## src/rtl/hca_pkg.sv

```systemverilog
// hca_pkg: shared types and sizing helpers for the pipelined Han-Carlson adder
package hca_pkg;
  localparam bit OP_ADD = 1'b0;
  localparam bit OP_SUB = 1'b1;
  typedef struct packed {
    logic g;
    logic p;
  } gp_t;
  function automatic int hca_levels(input int width);
    return $clog2(width) + 1;
  endfunction
  function automatic int hca_lat(input int width, input int pipe_every);
    return (hca_levels(width) + pipe_every - 1) / pipe_every + 1;
  endfunction
  function automatic gp_t gp_comb(input gp_t h, input gp_t l);
    return '{g: h.g | (h.p & l.g), p: h.p & l.p};
  endfunction
endpackage

```

## src/rtl/hca_prefix_level.sv

```systemverilog
// hca_prefix_level: one combinational Han-Carlson level, odd-position span or even fix-up
module hca_prefix_level import hca_pkg::*; #(
  parameter int WIDTH = 28,
  parameter int LEVEL_IDX = 0
) (
  input  gp_t [WIDTH-1:0] a,
  output gp_t [WIDTH-1:0] y
);
  localparam int LEVELS = hca_levels(WIDTH);
  localparam bit FIX = LEVEL_IDX == LEVELS - 1;
  localparam int SPAN = FIX ? 1 : 1 << LEVEL_IDX;
  for (genvar i = 0; i < WIDTH; i++) begin : g_bit
    if ((FIX ? i % 2 == 0 : i % 2 == 1) && i >= SPAN) begin : g_op
      assign y[i] = gp_comb(a[i], a[i-SPAN]);
    end else begin : g_pass
      assign y[i] = a[i];
    end
  end
endmodule

```

## src/rtl/pipe_hca_adder.sv

```systemverilog
// pipe_hca_adder: pipelined Han-Carlson adder/subtractor with valid/ready handshakes
module pipe_hca_adder import hca_pkg::*; #(
  parameter int WIDTH = 28,
  parameter int PIPE_EVERY = 2,
  parameter int TAG_W = 4
) (
  input  logic             clk,
  input  logic             rst,
  input  logic             in_valid,
  output logic             in_ready,
  input  logic [WIDTH-1:0] in_x,
  input  logic [WIDTH-1:0] in_y,
  input  logic             in_cin,
  input  logic             in_sub,
  input  logic [TAG_W-1:0] in_tag,
  output logic             out_valid,
  input  logic             out_ready,
  output logic [WIDTH-1:0] out_sum,
  output logic             out_cout,
  output logic             out_ovf,
  output logic [TAG_W-1:0] out_tag
);
  localparam int LEVELS = hca_levels(WIDTH);
  localparam int LAT = hca_lat(WIDTH, PIPE_EVERY);
  localparam int NP = LAT - 1;
  gp_t [WIDTH-1:0] gp_in;
  gp_t [WIDTH-1:0] st_gp [NP];
  gp_t [WIDTH-1:0] lv [LEVELS];
  logic [WIDTH-1:0] y_eff;
  logic [WIDTH-1:0] st_p0 [NP];
  logic [TAG_W-1:0] st_tag [NP];
  logic [NP-1:0] st_cin;
  logic [LAT-1:0] v, rdy;
  logic [WIDTH:0] c;
  logic chain;
  assign in_ready = rdy[0];
  assign out_valid = v[LAT-1];
  always_comb begin
    y_eff = in_sub == OP_SUB ? ~in_y : in_y;
    for (int i = 0; i < WIDTH; i++) gp_in[i] = '{g: in_x[i] & y_eff[i], p: in_x[i] ^ y_eff[i]};
  end
  // a stage can take new data when it is empty or its contents move on this cycle
  always_comb begin
    chain = out_ready;
    for (int k = LAT - 1; k >= 0; k--) begin
      chain = !v[k] || chain;
      rdy[k] = chain;
    end
  end
  for (genvar l = 0; l < LEVELS; l++) begin : g_lvl
    gp_t [WIDTH-1:0] src;
    if (l % PIPE_EVERY == 0) begin : g_reg
      assign src = st_gp[l/PIPE_EVERY];
    end else begin : g_chain
      assign src = lv[l-1];
    end
    hca_prefix_level #(.WIDTH(WIDTH), .LEVEL_IDX(l)) u_lvl (.a(src), .y(lv[l]));
  end
  always_comb begin
    c[0] = st_cin[NP-1];
    for (int i = 1; i <= WIDTH; i++) c[i] = lv[LEVELS-1][i-1].g | (lv[LEVELS-1][i-1].p & st_cin[NP-1]);
  end
  always_ff @(posedge clk) begin
    if (rst) begin
      v <= '0;
      out_sum <= '0;
      out_cout <= 1'b0;
      out_ovf <= 1'b0;
      out_tag <= '0;
    end else begin
      v <= (rdy & {v[LAT-2:0], in_valid}) | (~rdy & v);
      if (in_valid && rdy[0]) begin
        st_gp[0] <= gp_in;
        st_p0[0] <= in_x ^ y_eff;
        st_cin[0] <= in_sub == OP_ADD ? in_cin : 1'b1;
        st_tag[0] <= in_tag;
      end
      for (int k = 1; k < NP; k++)
        if (v[k-1] && rdy[k]) begin
          st_gp[k] <= lv[k*PIPE_EVERY-1];
          st_p0[k] <= st_p0[k-1];
          st_cin[k] <= st_cin[k-1];
          st_tag[k] <= st_tag[k-1];
        end
      if (v[NP-1] && rdy[LAT-1]) begin
        out_sum <= st_p0[NP-1] ^ c[WIDTH-1:0];
        out_cout <= c[WIDTH];
        out_ovf <= c[WIDTH] ^ c[WIDTH-1];
        out_tag <= st_tag[NP-1];
      end
    end
  end
endmodule

```

## config.mk

```make
export PLATFORM = sky130hd
export DESIGN_NAME = pipe_hca_adder
export DESIGN_NICKNAME = d
export VERILOG_FILES = /design/src/rtl/hca_pkg.sv /design/src/rtl/hca_prefix_level.sv /design/src/rtl/pipe_hca_adder.sv
export SDC_FILE = /design/constraint.sdc
export NUM_CORES = 1
export LEC_CHECK = 0
export CAP_MARGIN = 20
export CORE_ASPECT_RATIO = 2
export CORE_UTILIZATION = 45
export CTS_BUF_LIST = sky130_fd_sc_hd__clkbuf_4 sky130_fd_sc_hd__clkbuf_8 sky130_fd_sc_hd__clkbuf_16
export DETAILED_ROUTE_END_ITERATION = 8
export GPL_ROUTABILITY_DRIVEN = 1
export PLACE_DENSITY_LB_ADDON = 0.25
export SETUP_SLACK_MARGIN = 0.15
export SLEW_MARGIN = 40
export SYNTH_ARGS = -nofsm -noshare
export SYNTH_HDL_FRONTEND = slang
export SYNTH_SLANG_ARGS = --single-unit
```

## constraint.sdc

```tcl
create_clock -name clk -period 16.9 [get_ports clk]
set_clock_uncertainty 0.15 [all_clocks]
set_input_delay 2.535 -clock clk [delete_from_list [all_inputs] [get_ports clk]]
set_output_delay 2.535 -clock clk [all_outputs]
set_load 0.005 [all_outputs]
```

# Yosys cells after proc, flatten, opt, wreduce, memory -nomap -nowiden
# Memories as Yosys holds them, arrays and structs flattened. A register that Yosys moved wholly into a read port is not among the register bits.
# Cells that the tools add are included.
[totals]
ff_bits = 37
ramBits = 264
inputBits = 66
output_inout_bits = 36
elab_cells = 360
mem_count = 3
[classes]
n_mux = 10
n_bitwise = 325
n_reduce_logical = 15
[mem_list]
columns = ["name", "depth", "width", "rd", "rd_ports_with_merged_regs", "wr", "line", "rtl"]
rows = [
  ["st_gp", 3, 56, 3, 0, 3, "pipe_hca_adder.sv:27", "gp_t [WIDTH-1:0] st_gp [NP];"],
  ["st_p0", 3, 28, 3, 0, 3, "pipe_hca_adder.sv:30", "logic [WIDTH-1:0] st_p0 [NP];"],
  ["st_tag", 3, 4, 3, 1, 3, "pipe_hca_adder.sv:31", "logic [TAG_W-1:0] st_tag [NP];"],
]
[op_table]
columns = ["cell", "n"]
rows = [
  ["1-bit AND", 192],
  ["1-bit bitwise OR", 96],
  ["28-bit XOR", 2],
  ["1-bit XOR", 29],
  ["28-bit two-way mux", 1],
  ["28-bit NOT", 1],
  ["1-bit two-way mux", 9],
  ["4-bit AND", 2],
  ["2-bit AND reduction", 3],
  ["1-bit logical AND", 4],
  ["1-bit logical NOT", 4],
  ["1-bit logical OR", 4],
  ["4-bit NOT", 1],
  ["4-bit bitwise OR", 1],
  ["1-bit NOT", 1],
]

# Longest topological paths before layout
# Gate-level depths: netlist of the first run.
[logic_depth]
depth_word = 9
depth_mapped = 6
mapped_depth_nobuf = 5

# Modules after synthesis
# From an unflattened synthesis of the first run, not the netlist that was laid out.
[unflattened]
cells_unflattened = 804
hier_area_um2 = 11964.0
[modules_own_cells]
columns = ["module", "instances", "cells_per_inst", "area_each_um2", "seq_area_each_um2"]
rows = [
  ["pipe_hca_adder", 1, 468, 9477.8, 7937.6],
  ["hca_prefix_level at g_lvl[0].u_lvl ...", 3, 56, 419.2, 0.0],
  ["hca_prefix_level at g_lvl[3].u_lvl", 1, 56, 412.9, 0.0],
  ["hca_prefix_level at g_lvl[2].u_lvl", 1, 56, 409.1, 0.0],
  ["hca_prefix_level at g_lvl[1].u_lvl", 1, 56, 406.6, 0.0],
]

# Least setup slack after synthesis of the first run
# No wires, ideal clock.
[synth_path]
path_type = "input-to-reg"
startpoint = "input rst"
endpoint = "register st_cin[1], enable pin"
setup_ns = 0.616
arrival_ns = 8.347
required_ns = 16.134
slack_ns = 7.788
cell_stages = 3
path_buffers = 2
path_cell_list = "buf_2 > clkbuf_1 > nor3b_1"
[synth_between]
elab_chain_len = 2
[synth_lines]
columns = ["item", "line", "rtl"]
rows = [
  ["start, declared", "pipe_hca_adder.sv:8", "input logic rst,"],
  ["1-bit NOT (no source line)", "n/a", ""],
  ["2-bit AND reduction (no source line)", "n/a", ""],
  ["end signal, assigned by index", "pipe_hca_adder.sv:82", "st_cin[k] <= st_cin[k-1];"],
  ["end, declared", "pipe_hca_adder.sv:32", "logic [NP-1:0] st_cin;"],
]
# No other way between the ends.
# A chain may end at the register's enable or synchronous reset.

# Final worst setup path of the first run
[layout_path]
startpoint = "input out_ready"
endpoint = "output in_ready"
[layout_between]
elab_chain_len = 4
[layout_lines]
columns = ["item", "line", "rtl"]
rows = [
  ["start, declared", "pipe_hca_adder.sv:17", "input logic out_ready,"],
  ["1-bit logical OR (4 in series)", "pipe_hca_adder.sv:46", "chain = !v[k] || chain;"],
  ["end, declared", "pipe_hca_adder.sv:10", "output logic in_ready,"],
]
# No other way between the ends.

==> results of run 1 <==
## kinds of logic after synthesis
group | count (synthesis)
flops | 249
simple gates | 184
compound gates | 102
xor+xnor | 38
fa+ha+maj | 29
buf+inv | 22
## flip-flops by register name, indices dropped and copies added (netlist names), named ones only
register and count:
out_cout 1, st_tag 12, st_cin 3, st_p0 28
out_ovf 1, out_tag 4, out_sum 28, st_gp 168
## layout make-up
cell class / count / area (um2) / area share (%)
well taps: 269 / 337 / 2.92
repair buffers: 108 / 1070 / 9.26
clock buffers: 27 / 577 / 5.01
flip-flops and latches: 249 / 7100 / 61.7
clock inverters: 11 / 83.8 / 0.728
inverters: 2 / 7.51 / 0.0652
multi-input cells: 353 / 2340 / 20.4
## cell usage after synthesis (2+ instances only)
library cell    n
buf_2          12
and2_1          4
nor2_1         32
and3_1          6
nor3b_1         2
a21o_1         13
nor2b_1         4
o21bai_1        3
o31ai_1         5
nand4b_1        8
xnor2_1         5
nand3_1        15
or4b_1          3
xor2_1         33
a211oi_1        6
or4_1          12
nand2b_1       10
o21ai_0        16
edfxtp_1      211
a21oi_1        47
nand4_1         4
nand3b_1       17
o21ai_1         3
dfxtp_1        38
inv_1           2
ha_1           29
nand2_1        62
clkbuf_1        6
## final timing paths
| path | start | endpoint | slack [ps] |
|---|---|---|---|
| max | out_ready | in_ready | 10090 |
| max reg2reg | st_cin[2] | out_sum[21] | 14660 |
| min reg2reg | st_gp[0][84] | st_gp[0][140] | 260 |
| min | st_gp[0][84] | st_gp[0][140] | 260 |
## metal layers
metal  GRT usage, %  share of wire [%]  vias to the layer above  wire length, um
met5              0                  0                        -                0
met4           8.11                4.4                        0              701
met3           2.23                4.4                       31              695
met2           28.7                 54                      128             8560
met1           15.7                 37                     2376             5870
li1               -                  -                     2564                -
## worst max-delay path: stages
cell and delay (ps):
clkdlybuf4s50_1 420, nor2b_1 320, and3_1 310, nand2_1 90, clkdlybuf4s50_1 450
## cell usage in the layout, fill, tap and decap left out, types with 2 or more instances in the layout
cell / instances
o21ai_0: 16
dfxtp_1: 38
clkdlybuf4s50_1: 100
nand4_1: 4
nand2_1: 62
ha_1: 29
and2_1: 4
o31ai_1: 5
or4b_1: 3
xnor2_1: 5
clkbuf_16: 21
o21bai_1: 3
nand3_1: 15
nor2_1: 32
clkbuf_4: 5
nor2b_1: 4
a211oi_1: 6
and3_1: 6
buf_4: 5
a21o_1: 13
inv_6: 2
nand3b_1: 17
a21oi_4: 2
xor2_1: 33
buf_6: 2
clkinv_1: 3
o21ai_1: 3
edfxtp_1: 211
or4_1: 12
inv_1: 2
nand4b_1: 8
clkinv_2: 5
a21oi_1: 46
nand2b_1: 10
## power by group through the flow
stage / registers [mW] / logic [mW] / clock network, mW
2_1_floorplan: 0.708 / 0.0285 / 0
3_3_place_gp: 0.709 / 0.0563 / 0
3_5_place_dp: 0.710 / 0.0581 / 0
4_1_cts: 0.696 / 0.0587 / 0.470
5_1_grt: 0.698 / 0.0649 / 0.492
6_report: 0.696 / 0.0570 / 0.458
## stage by stage
step / hold WS, ps / cell area (um2) / worst slack (ps) / instances / power, mW
after floorplan: 250 / 9530 / 7790 / 624 / 0.737
after detailed placement: 255 / 10800 / 10060 / 981 / 0.768
final: 257 / 11500 / 10090 / 1019 / 1.21
after global placement: 253 / 10800 / 10160 / 981 / 0.765
after CTS: 260 / 11500 / 10060 / 1019 / 1.23
after global routing: 263 / 11500 / 9970 / 1019 / 1.25
==> metrics.cfg, run 1 <==
[run_status]
status = complete, no violations

[setup_path]
critPathCaptureType = primary output
cp.required_ps = 14220
cp-start-kind = primary input
arrival_ps = 4130
path_class = in -> out
r2r_cells = 4
path_max_fanout = 4

[timing]
setup_viol_count_final = 0
rsz0062_at_grt = false
fin_crit_ps = 6810
tightest_slew_ps = 755
fmax_mhz = 147
fin_setup_tns_ps = 0
drv_slew = 0
max-slew-margin-rel_pct = 49.7
hold_viol = 0
period_share_pct = 40.3

[worst_hold_path]
min-delay-path-class = reg -> reg
min_delay_path_depth = 0

[floorplan]
boundaryPins = 102
initial_core_util_pct = 45.7
std_cell_rows = 75
die-area_um2 = 21800
core_area_um2 = 20800
die_h_um = 208
die_x_um = 105

[power_and_ir_drop]
vdd_drop_max_mv = 0.0625
power_density_nw_per_um2 = 105
power.switching_mw = 0.236
internal_power_mw = 0.975
p_comb_share_pct = 4.7
p_leak_nw = 3.89
seqPwrFrac_pct = 57.5
swShare_pct = 19.5
clkPwrFrac_pct = 37.8

[logic_synthesis]
synth_top_area_share_pct = 66.5
ys.warnings.count = 0
async_flop_share_pct = 0
yosys_register_bits = 249
syn_inst = 624
synth-xor-area-share_pct = 3.49
syn_area_um2 = 9530
netlist_top_cells_area = edfxtp_1, dfxtp_1, ha_1
avgSynthCellArea_um2 = 15.3
synth_nets = 719
synth_top_area_cell = edfxtp_1
synthDistinctLibCells = 44
synth-simple-area-share_pct = 10.3
synth_top_family_by_area = simple AND/OR/NAND/NOR gates
yosysSeqAreaShare_pct = 74.5
synth_top_flop_cell = edfxtp_1
synth_edf_count = 211
yosys.area_share.adder_pct = 3.81
synth-compound-area-share_pct = 6.76
yosys-mux-area-fraction_pct = 0

[placement]
gp_congestion = 0.859
port_buffers = 101
hpwlAfterDp_mm = 11.6

[drt]
ant_nets = 0
num_vias = 5099
drc = 0
drt_iter0_drc = 176
viasPerCell = 5.00
wirelength_mm = 15.8
wl_per_cell_um = 15.5
firstDrtPassIters = 4

[clocking]
post-cts-setup-buffers = 0
clkSinkCount = 249
cts_tree = yes
cts_buffers = 21
cts.htree.levels = 1
cts_hold_buf = 0
insertion_delay_ps = 500
clkTransAtPathRegs_ps = 60
cts_resized = 0
cts_max_path_buffers = 3
clock-root-buffer = clkbuf_16

[final_layout]
final_core_util_pct = 55.2
num_antenna_cells = 0
area_growth_pct = 20.8
drive_above_1_share_pct = 7.60
nFillCells = 1739
num-nets-final = 830

[global_route]
grt_pass1_vias = 5141
grt_antenna_before_repair = 0
grt_start_max_net_pins = 76
grt_pass1_wl_mm = 25.6
grt_overflow = 0
grt_usage_pct = 15.1

[run]
timing.max_cap.violations = 0

Power figures use the tool's default switching activity.
==> inputs of run 2 (changes only) <==
==> constraint.sdc (replaced) <==
create_clock -name clk -period 5.6 [get_ports clk]
set_clock_uncertainty 0.15 [all_clocks]
set_input_delay 0.84 -clock clk [delete_from_list [all_inputs] [get_ports clk]]
set_output_delay 0.84 -clock clk [all_outputs]
set_load 0.005 [all_outputs]
==> metrics.cfg, run 2 (synthesis results as in run 1) <==
[run_status]
status = complete, no violations

[clocking]
cts_max_path_buffers = 3  ; unchanged
clock-root-buffer = clkbuf_16
cts.htree.levels = 1  ; unchanged
cts_tree = yes
post-cts-setup-buffers = 0  ; unchanged
clkSinkCount = 249  ; unchanged
cts_buffers = 20  ; -4.8%
cts_resized = 0  ; unchanged
clkTransAtPathRegs_ps = 70  ; about the same
cts_hold_buf = 0  ; unchanged
insertion_delay_ps = 510  ; about the same

[global_route]
grt_start_max_net_pins = 76  ; unchanged
grt_pass1_vias = 5142  ; +0.019%
grt_usage_pct = 15.1  ; about the same
grt_overflow = 0  ; unchanged
grt_pass1_wl_mm = 25.5  ; -0.13%
grt_antenna_before_repair = 0  ; unchanged

[setup_path]
path_class = in -> out
arrival_ps = 2510  ; -1620 ps
critPathCaptureType = primary output
path_max_fanout = 4  ; unchanged
cp-start-kind = primary input
cp.required_ps = 4610  ; -9610 ps

[final_layout]
final_cell_mix = edfxtp_1, clkdlybuf4s50_1, nand2_1, a21oi_1, dfxtp_1
num_antenna_cells = 0  ; unchanged
design_area_um2 = 11500  ; about the same
top_regs = st_gp (168), out_sum (28), st_p0 (28)
layout_commonest_cell = edfxtp_1
largest-register = st_gp
drive_above_1_share_pct = 7.49  ; -0.11 points
largest_register_ffs = 168  ; unchanged
area_growth_pct = 20.8  ; about the same
num-nets-final = 829  ; -0.12%

[power_and_ir_drop]
power_mw = 3.64  ; +200%
vdd_drop_max_mv = 0.175  ; +180%
p_leak_nw = 3.86  ; -0.71%
power_density_nw_per_um2 = 317  ; +200%

[run]
timing.max_cap.violations = 0  ; unchanged

[drt]
wirelength_mm = 15.8  ; about the same
top_layer = met4
drt_iter0_drc = 251  ; +43%
m1WireLength_mm = 5.81  ; -0.97%
routed-wl-met2_mm = 8.64  ; +0.88%
ant_nets = 0  ; unchanged
drc = 0  ; unchanged
viasPerCell = 4.98  ; -0.55%
firstDrtPassIters = 4  ; unchanged
num_vias = 5061  ; -0.75%
wl_per_cell_um = 15.6  ; +0.29%
wl_met3_um = 639  ; -8.1%

[floorplan]
std_cell_rows = 75  ; unchanged
initial_core_util_pct = 45.7  ; unchanged
boundaryPins = 102  ; unchanged
core_area_um2 = 20800  ; unchanged
die_x_um = 105  ; unchanged
die-area_um2 = 21800  ; unchanged
die_h_um = 208  ; unchanged

[timing]
period_share_pct = 62.4
fin_setup_tns_ps = 0  ; unchanged
tightest_slew_ps = 660  ; -95.6 ps
drv_slew = 0  ; unchanged
hold_viol = 0  ; unchanged
fmax_mhz = 286
max-slew-margin-rel_pct = 56.0  ; +6.4 points
fin_crit_ps = 3500
rsz0062_at_grt = false
setup_viol_count_final = 0  ; unchanged

[placement]
hpwlAfterDp_mm = 11.6  ; +0.40%
port_buffers = 101  ; unchanged
gp_congestion = 0.852  ; -0.80%
placed_area_um2 = 10900  ; about the same

[worst_hold_path]
min-delay-path-class = reg -> reg

-- run 2: changes by cell type in the layout (fill, tap and decap cells not counted), sizes merged --
| cell | before | now |
|---|---|---|
| clkbuf | 27 | 21 |
| clkinvlp | 0 | 4 |
| clkinv | 8 | 9 |
| inv | 4 | 3 |
-- run 2: path summary, 6_finish.rpt --
check	slack [ps]	to	cells past startpoint	from
worst max-delay path	2100	in_ready	5	out_ready
worst min-delay path	260	st_gp[0][148]	0	st_gp[0][92]
worst max register to register	3290	st_gp[0][38]	5	register
worst min register to register	260	st_gp[0][148]	0	st_gp[0][92]
-- run 2: final cells by class --
type | instances | area (um2)
Timing Repair Buffer | 108 | 1070
Sequential cell | 249 | 7100
Tap cell | 269 | 337
Clock buffer | 21 | 526
Inverter | 2 | 7.51
Fill cell | 1724 | 9330
Multi-Input combinational cell | 353 | 2350
Clock inverter | 15 | 123
-- run 2: per-layer routing --
layer  global-route usage, %  vias to the layer above
met5                       0                        -
met1                    15.8                     2349
met3                    2.17                       37
li1                        -                     2557
met2                    28.4                      118
met4                    8.55                        0
-- run 2: through the flow --
| stage | worst slack, ps | hold WS, ps | utilization, % | std cells |
|---|---|---|---|---|
| finish | 2100 | 263 | 55.2 | 1017 |
| floorplan | 843 | 250 | - | 624 |
| CTS | 2140 | 266 | 55.2 | 1017 |
| global route | 2020 | 274 | 55.2 | 1017 |
| detailed placement | 2150 | 255 | 52.1 | 981 |
| global placement | 2200 | 253 | 52.1 | 981 |
-- run 2: worst max-delay path: stages --
cell	delay, ps
clkdlybuf4s50_1	430
nor2b_1	340
and3_1	350
nand2_1	100
clkdlybuf4s50_1	440
-- run 2: power by group --
part / total, mW / switching, mW / internal, mW
Clock: 1.37 / 0.631 / 0.739
Combinational: 0.172 / 0.0844 / 0.0877
Sequential: 2.10 / 0.0251 / 2.07
Total: 3.64 / 0.740 / 2.90
==> variant 1 (flow settings as in run 1) <==
`WIDTH` is set to 28 in 2 places; all go to 20.
--- a/src/rtl/hca_prefix_level.sv
+++ b/src/rtl/hca_prefix_level.sv
@@ -1,6 +1,6 @@
 // hca_prefix_level: one combinational Han-Carlson level, odd-position span or even fix-up
 module hca_prefix_level import hca_pkg::*; #(
-  parameter int WIDTH = 28,
+  parameter int WIDTH = 20,
   parameter int LEVEL_IDX = 0
 ) (
   input  gp_t [WIDTH-1:0] a,
--- a/src/rtl/pipe_hca_adder.sv
+++ b/src/rtl/pipe_hca_adder.sv
@@ -1,6 +1,6 @@
 // pipe_hca_adder: pipelined Han-Carlson adder/subtractor with valid/ready handshakes
 module pipe_hca_adder import hca_pkg::*; #(
-  parameter int WIDTH = 28,
+  parameter int WIDTH = 20,
   parameter int PIPE_EVERY = 2,
   parameter int TAG_W = 4
 ) (
Interface: changed (resized in_x, in_y and out_sum); port bits go from 102 to 78. The function was not compared with the original's and may differ.
==> variant 1 against run 1 <==
Sequential cell count is 64 lower; critical path type unchanged; register-to-register slack better by 260 ps; wire length is 34% lower; sequential share of layout area is 0.13 points higher; area after synthesis is 27% lower; power is 22% lower; worst setup slack better by 79 ps; critical endpoint unchanged; final area is 26% lower; largest cell class unchanged.
==> variant 1: results (changes against run 1) <==
Place
  – Hpwl dp: 7.415 mm (-36%)
  – Routability cong.: 0.7429 (-14%)
  – Pre-CTS setup slack: 10160 ps (+94.90 ps)
  – PortBufs: 77 (-24%)

Global routing
  – GRT Resource Usage Total: 0.1422 (-0.008970)
  – Grt met2 use: 0.2673 (-0.01952)
  – Largest net degree at the start of global routing: 56 (-26%)
  – Initial antenna violation count: 0 (unchanged)
  – First-pass GRT wire length: 16.99 mm (-34%)
  – Global route total overflow: 0 (unchanged)
  – Vias in the first global route: 3539 (-31%)
  – Met1 usage: 0.1368 (-0.02008)
  – M3 GR Usage: 0.04242 (+0.02012)

Min path
  – HP Start: st_p0[0][21]
  – WHS Path Cells: 0 (unchanged)
  – Tightest Hold Check Type: reg -> reg
  – Worst Hold Path EP: st_p0[0][41]

Clocking
  – Clk slew on worst S/H paths: 60 ps (about the same)
  – Post-CTS Resized: 0 (unchanged)
  – Setup Buffers After CTS: 0 (unchanged)
  – Maximum clock path buffer count: 2 (-1)
  – CTS buffer count: 17 (-19%)
  – CTS Root Cell: clkbuf_16
  – Clk_lat worst skew: 420 ps (-80 ps)
  – Htree depth: 4 (+3)

Synth
  – Async S/R FF share, synth: 0 (unchanged)
  – Netlist cell types: 33 (-25%)
  – Syn nets: 510 (-29%)
  – Post-synth EDFFs: 155 (-27%)
  – List of most frequent post-synthesis cells: edfxtp_1 (155), nand2_1 (39), a21oi_1 (36)
  – Sequential fraction of the synthesis area: 0.7581 (+0.01318)
  – Yosys Warn Count: 0 (unchanged)
  – Largest cells by area after synthesis: edfxtp_1 (67%), dfxtp_1 (8.7%), ha_1 (3.8%)

Worst setup path
  – CP max FO: 6 (+2)
  – Crit path max-delay family: buffers and inverters
  – Crit-path slowest cell: clkdlybuf4s50_1
  – Reg-to-reg slack, setup: 14920 ps (+260 ps)
  – CP Data Arrival Time: 4050 ps (-80 ps)
  – Reg-to-reg critical path endpoint: st_p0[0][23]
  – Worst path max stage delay: 450 ps (about the same)
  – Reg2Reg Depth: 4 (unchanged)

Cells and area
  – Fillcell total: 1184 (-32%)
  – Layout cell share with drive strength beyond 1: 0.08007 (+0.004074)
  – Layout Nets: 595 (-28%)
  – Biggest registers after layout: st_gp x120, out_sum x20, st_p0 x20
  – Diode count: 0 (unchanged)

Route
  – Drt initial violations: 192 (+9.1%)
  – DR WL/cell: 14.28 um (-8.1%)
  – DRT Pass-1 Iters: 4 (unchanged)
  – Routed vias: 3593 (-30%)

Power
  – Leakage: 2.906 nW (-25%)
  – Internal cell power: 752.1 uW (-23%)
  – Peak supply drop: 0.05766 mV (-7.7%)

Status
  – Status: finished, final reports clean

STA
  – Max-Slew Margin vs Limit: 0.5478 (+0.05129)
variant 1: cell count changes in the layout (fill, tap and decap cells not counted), sizes merged, moves of 10 or more:
cell	before	now
a21oi	48	36
clkdlybuf4s50	100	76
edfxtp	211	155
nor2	32	19
nand2	62	39
clkbuf	27	17
variant 1: cell type report:
class	instances	share of cell area
timing repair buffer	80	0.09269
clock inverter	15	0.01957
sequential	185	0.6179
tap	195	0.02869
multi-input combinational	240	0.1911
clock buffer	17	0.05002
variant 1: metrics by stage:
step / area (um^2) / hold slack (ps) / cells / power [mW] / utilization
2_1_floorplan: 6932 / 250.3 / 439 / 0.5460 / -
3_3_place_gp: 7910 / 251.4 / 700 / 0.5667 / 0.5309
3_5_place_dp: 7913 / 254.5 / 700 / 0.5690 / 0.5311
4_1_cts: 8504 / 269.3 / 732 / 0.9551 / 0.5708
5_1_grt: 8504 / 274.2 / 732 / 0.9787 / 0.5708
6_report: 8504 / 265.9 / 732 / 0.9472 / 0.5708
variant 1: worst register-to-register path, cell delays in order (launching register included):
cell	delay [ps]
dfxtp_1	310
nor2b_4	150
and3_1	230
nor3b_2	160
buf_4	560
variant 1: cell families after synthesis:
group                      count (synthesis)  share of synthesized area
AOI/OAI and AO/OA                         69                    0.05902
buffers and inverters                     14                    0.01137
DFF                                      185                     0.7581
adders and majority gates                 21                    0.03791
and+or+nand+nor                          120                    0.09567
xor gates and xnor gates                  30                    0.03791
variant 1: worst max-delay path by stage:
stage,start,end,slack [ps],depth (start not counted)
finish,out_ready,in_ready,10170,5
global route,out_ready,in_ready,10090,5
CTS,out_ready,in_ready,10150,5
detailed placement,out_ready,in_ready,10160,5
global placement,out_ready,in_ready,10270,5
floorplan,rst,st_cin[1],9300,3
variant 1: metal layers:
layer	wire length, um	vias to the layer above
met5	0	-
met4	321	0
met3	386	17
met2	5895	83
met1	3847	1676
li1	-	1817
variant 1: power groups by stage:
stage / sequential [mW] / clock, mW / combinational (mW)
detailed placement: 0.526 / 0 / 0.0427
global placement: 0.525 / 0 / 0.0412
floorplan: 0.525 / 0 / 0.0209
CTS: 0.516 / 0.396 / 0.0431
global route: 0.518 / 0.414 / 0.0475
finish: 0.516 / 0.389 / 0.0420
==> variant 2 (config.mk and constraints of run 1) <==
Without the edit above. Put one more register stage on the output `out_ovf`, cleared by the reset. The value now appears one clock later. The other outputs are not delayed to match.
--- a/src/rtl/pipe_hca_adder.sv
+++ b/src/rtl/pipe_hca_adder.sv
@@ -23,6 +23,8 @@
   localparam int LEVELS = hca_levels(WIDTH);
   localparam int LAT = hca_lat(WIDTH, PIPE_EVERY);
   localparam int NP = LAT - 1;
+
+  logic out_ovf_s0;
   gp_t [WIDTH-1:0] gp_in;
   gp_t [WIDTH-1:0] st_gp [NP];
   gp_t [WIDTH-1:0] lv [LEVELS];
@@ -65,7 +67,7 @@
       v <= '0;
       out_sum <= '0;
       out_cout <= 1'b0;
-      out_ovf <= 1'b0;
+      out_ovf_s0 <= 1'b0;
       out_tag <= '0;
     end else begin
       v <= (rdy & {v[LAT-2:0], in_valid}) | (~rdy & v);
@@ -85,10 +87,18 @@
       if (v[NP-1] && rdy[LAT-1]) begin
         out_sum <= st_p0[NP-1] ^ c[WIDTH-1:0];
         out_cout <= c[WIDTH];
-        out_ovf <= c[WIDTH] ^ c[WIDTH-1];
+        out_ovf_s0 <= c[WIDTH] ^ c[WIDTH-1];
         out_tag <= st_tag[NP-1];
       end
     end
   end
+  always_ff @(posedge clk) begin
+    if (rst) begin
+      out_ovf <= '0;
+    end else begin
+      out_ovf <= out_ovf_s0;
+    end
+  end
+
 endmodule
 
Check against the original RTL: not equivalent (a bounded check fails within 10 cycles, from zero or initial values and one cycle with rst high).
==> variant 2 against run 1 <==
Wire length is 0.53% lower; sequential cell count rose by 1; highest routed layer unchanged; worst setup slack lost 9.6 ps; area after synthesis is 0.33% higher; power decreased by 1.1%; count of clock-buffer cells in the layout shrank 1; die area increased by 0.32%; final area is essentially flat; largest power group unchanged; critical endpoint unchanged.
==> variant 2: results (changes against run 1) <==
Status
  – Status: finished, final reports clean

Cells and area
  – Comb_multi_in: 354 (+0.28%)
  – Area Overhead vs Synth: 20.33%
  – Signal buf overhead: 0.09269 (about the same)
  – ClkCell Share: 0.05440 (-0.003002)
  – Seq/total area: 0.6188 (+0.002213)
  – Clk_buf instances: 26 (-3.7%)
  – Fillcell total: 1719 (-1.2%)
  – Non-clock buffer count: 108 (unchanged)
  – Layout cell share with drive strength beyond 1: 0.07095 (-0.005050)
  – Layout Nets: 831 (+0.12%)
  – Fraction of area in multi-input gates: 0.2042 (+0.0006991)

Global routing
  – GRT Resource Usage Total: 0.1476 (-0.003555)
  – Vias in the first global route: 5162 (+0.41%)
  – Largest net degree at the start of global routing: 76 (unchanged)
  – First-pass GRT wire length: 25.15 mm (-1.6%)

Synth
  – Syn nets: 722 (+0.42%)
  – Number of synthesized register bits: 250 (+0.40%)
  – Largest cells by area after synthesis: edfxtp_1 (66%), dfxtp_1 (8.2%), ha_1 (3.8%)
  – Post-Syn Instances: 627 (+0.48%)
  – Netlist cell types: 43 (-2.3%)
  – List of most frequent post-synthesis cells: edfxtp_1 (211), nand2_1 (62), a21oi_1 (47)
  – Sequential fraction of the synthesis area: 0.7446 (about the same)

Route
  – Met1 Routed Length: 5.723 mm (-2.5%)
  – DR WL/cell: 15.50 um (-0.24%)
  – DR WL met2: 8.738 mm (+2.0%)
  – Total Routed Length: 15.74 mm (-0.53%)
  – Drt initial violations: 274 (+56%)
  – Routed vias: 5094 (-0.098%)

Worst setup path
  – CP Data Arrival Time: 4140 ps (about the same)
  – Crit path max-delay family: buffers and inverters

Place
  – Routability cong.: 0.8724 (+1.5%)
  – Hpwl dp: 11.58 mm (-0.24%)
  – Placed cell count: 983 (+0.20%)
  – DP Area: 0.01088 mm^2 (+0.24%)
  – Pre-CTS setup slack: 10100 ps (+39.50 ps)

Clocking
  – Setup Buffers After CTS: 0 (unchanged)
  – Maximum clock path buffer count: 3 (unchanged)
  – CTS buffer count: 20 (-4.8%)

Power
  – Peak supply drop: 0.05822 mV (-6.8%)
  – Leakage: 3.880 nW (-0.21%)
## variant 2: power by group
| part | internal (mW) | switching (mW) |
|---|---|---|
| registers | 0.690 | 0.00820 |
| clock network | 0.251 | 0.191 |
| logic | 0.0291 | 0.0283 |
| total | 0.970 | 0.228 |
## variant 2: metal layers
| metal | track usage | up-vias |
|---|---|---|
| met5 | 0 | - |
| met4 | 0.08305 | 0 |
| met3 | 0.02005 | 31 |
| met2 | 0.2836 | 129 |
| met1 | 0.1495 | 2379 |
| li1 | - | 2555 |
## variant 2: kinds of logic after synthesis
group	share of synthesized area
buffers and inverters	0.01152
and+or+nand+nor	0.1037
adders and majority gates	0.03796
xor gates and xnor gates	0.03482
DFF	0.7446
AOI/OAI and AO/OA	0.06742
## variant 2: path summary, 6_finish.rpt
check               startpoint             to  slack (ps)
setup reg to reg     st_cin[2]    out_sum[21]       14690
setup / recovery     out_ready       in_ready       10080
hold reg to reg   st_gp[0][80]  st_gp[0][136]         270
hold / removal    st_gp[0][80]  st_gp[0][136]         270
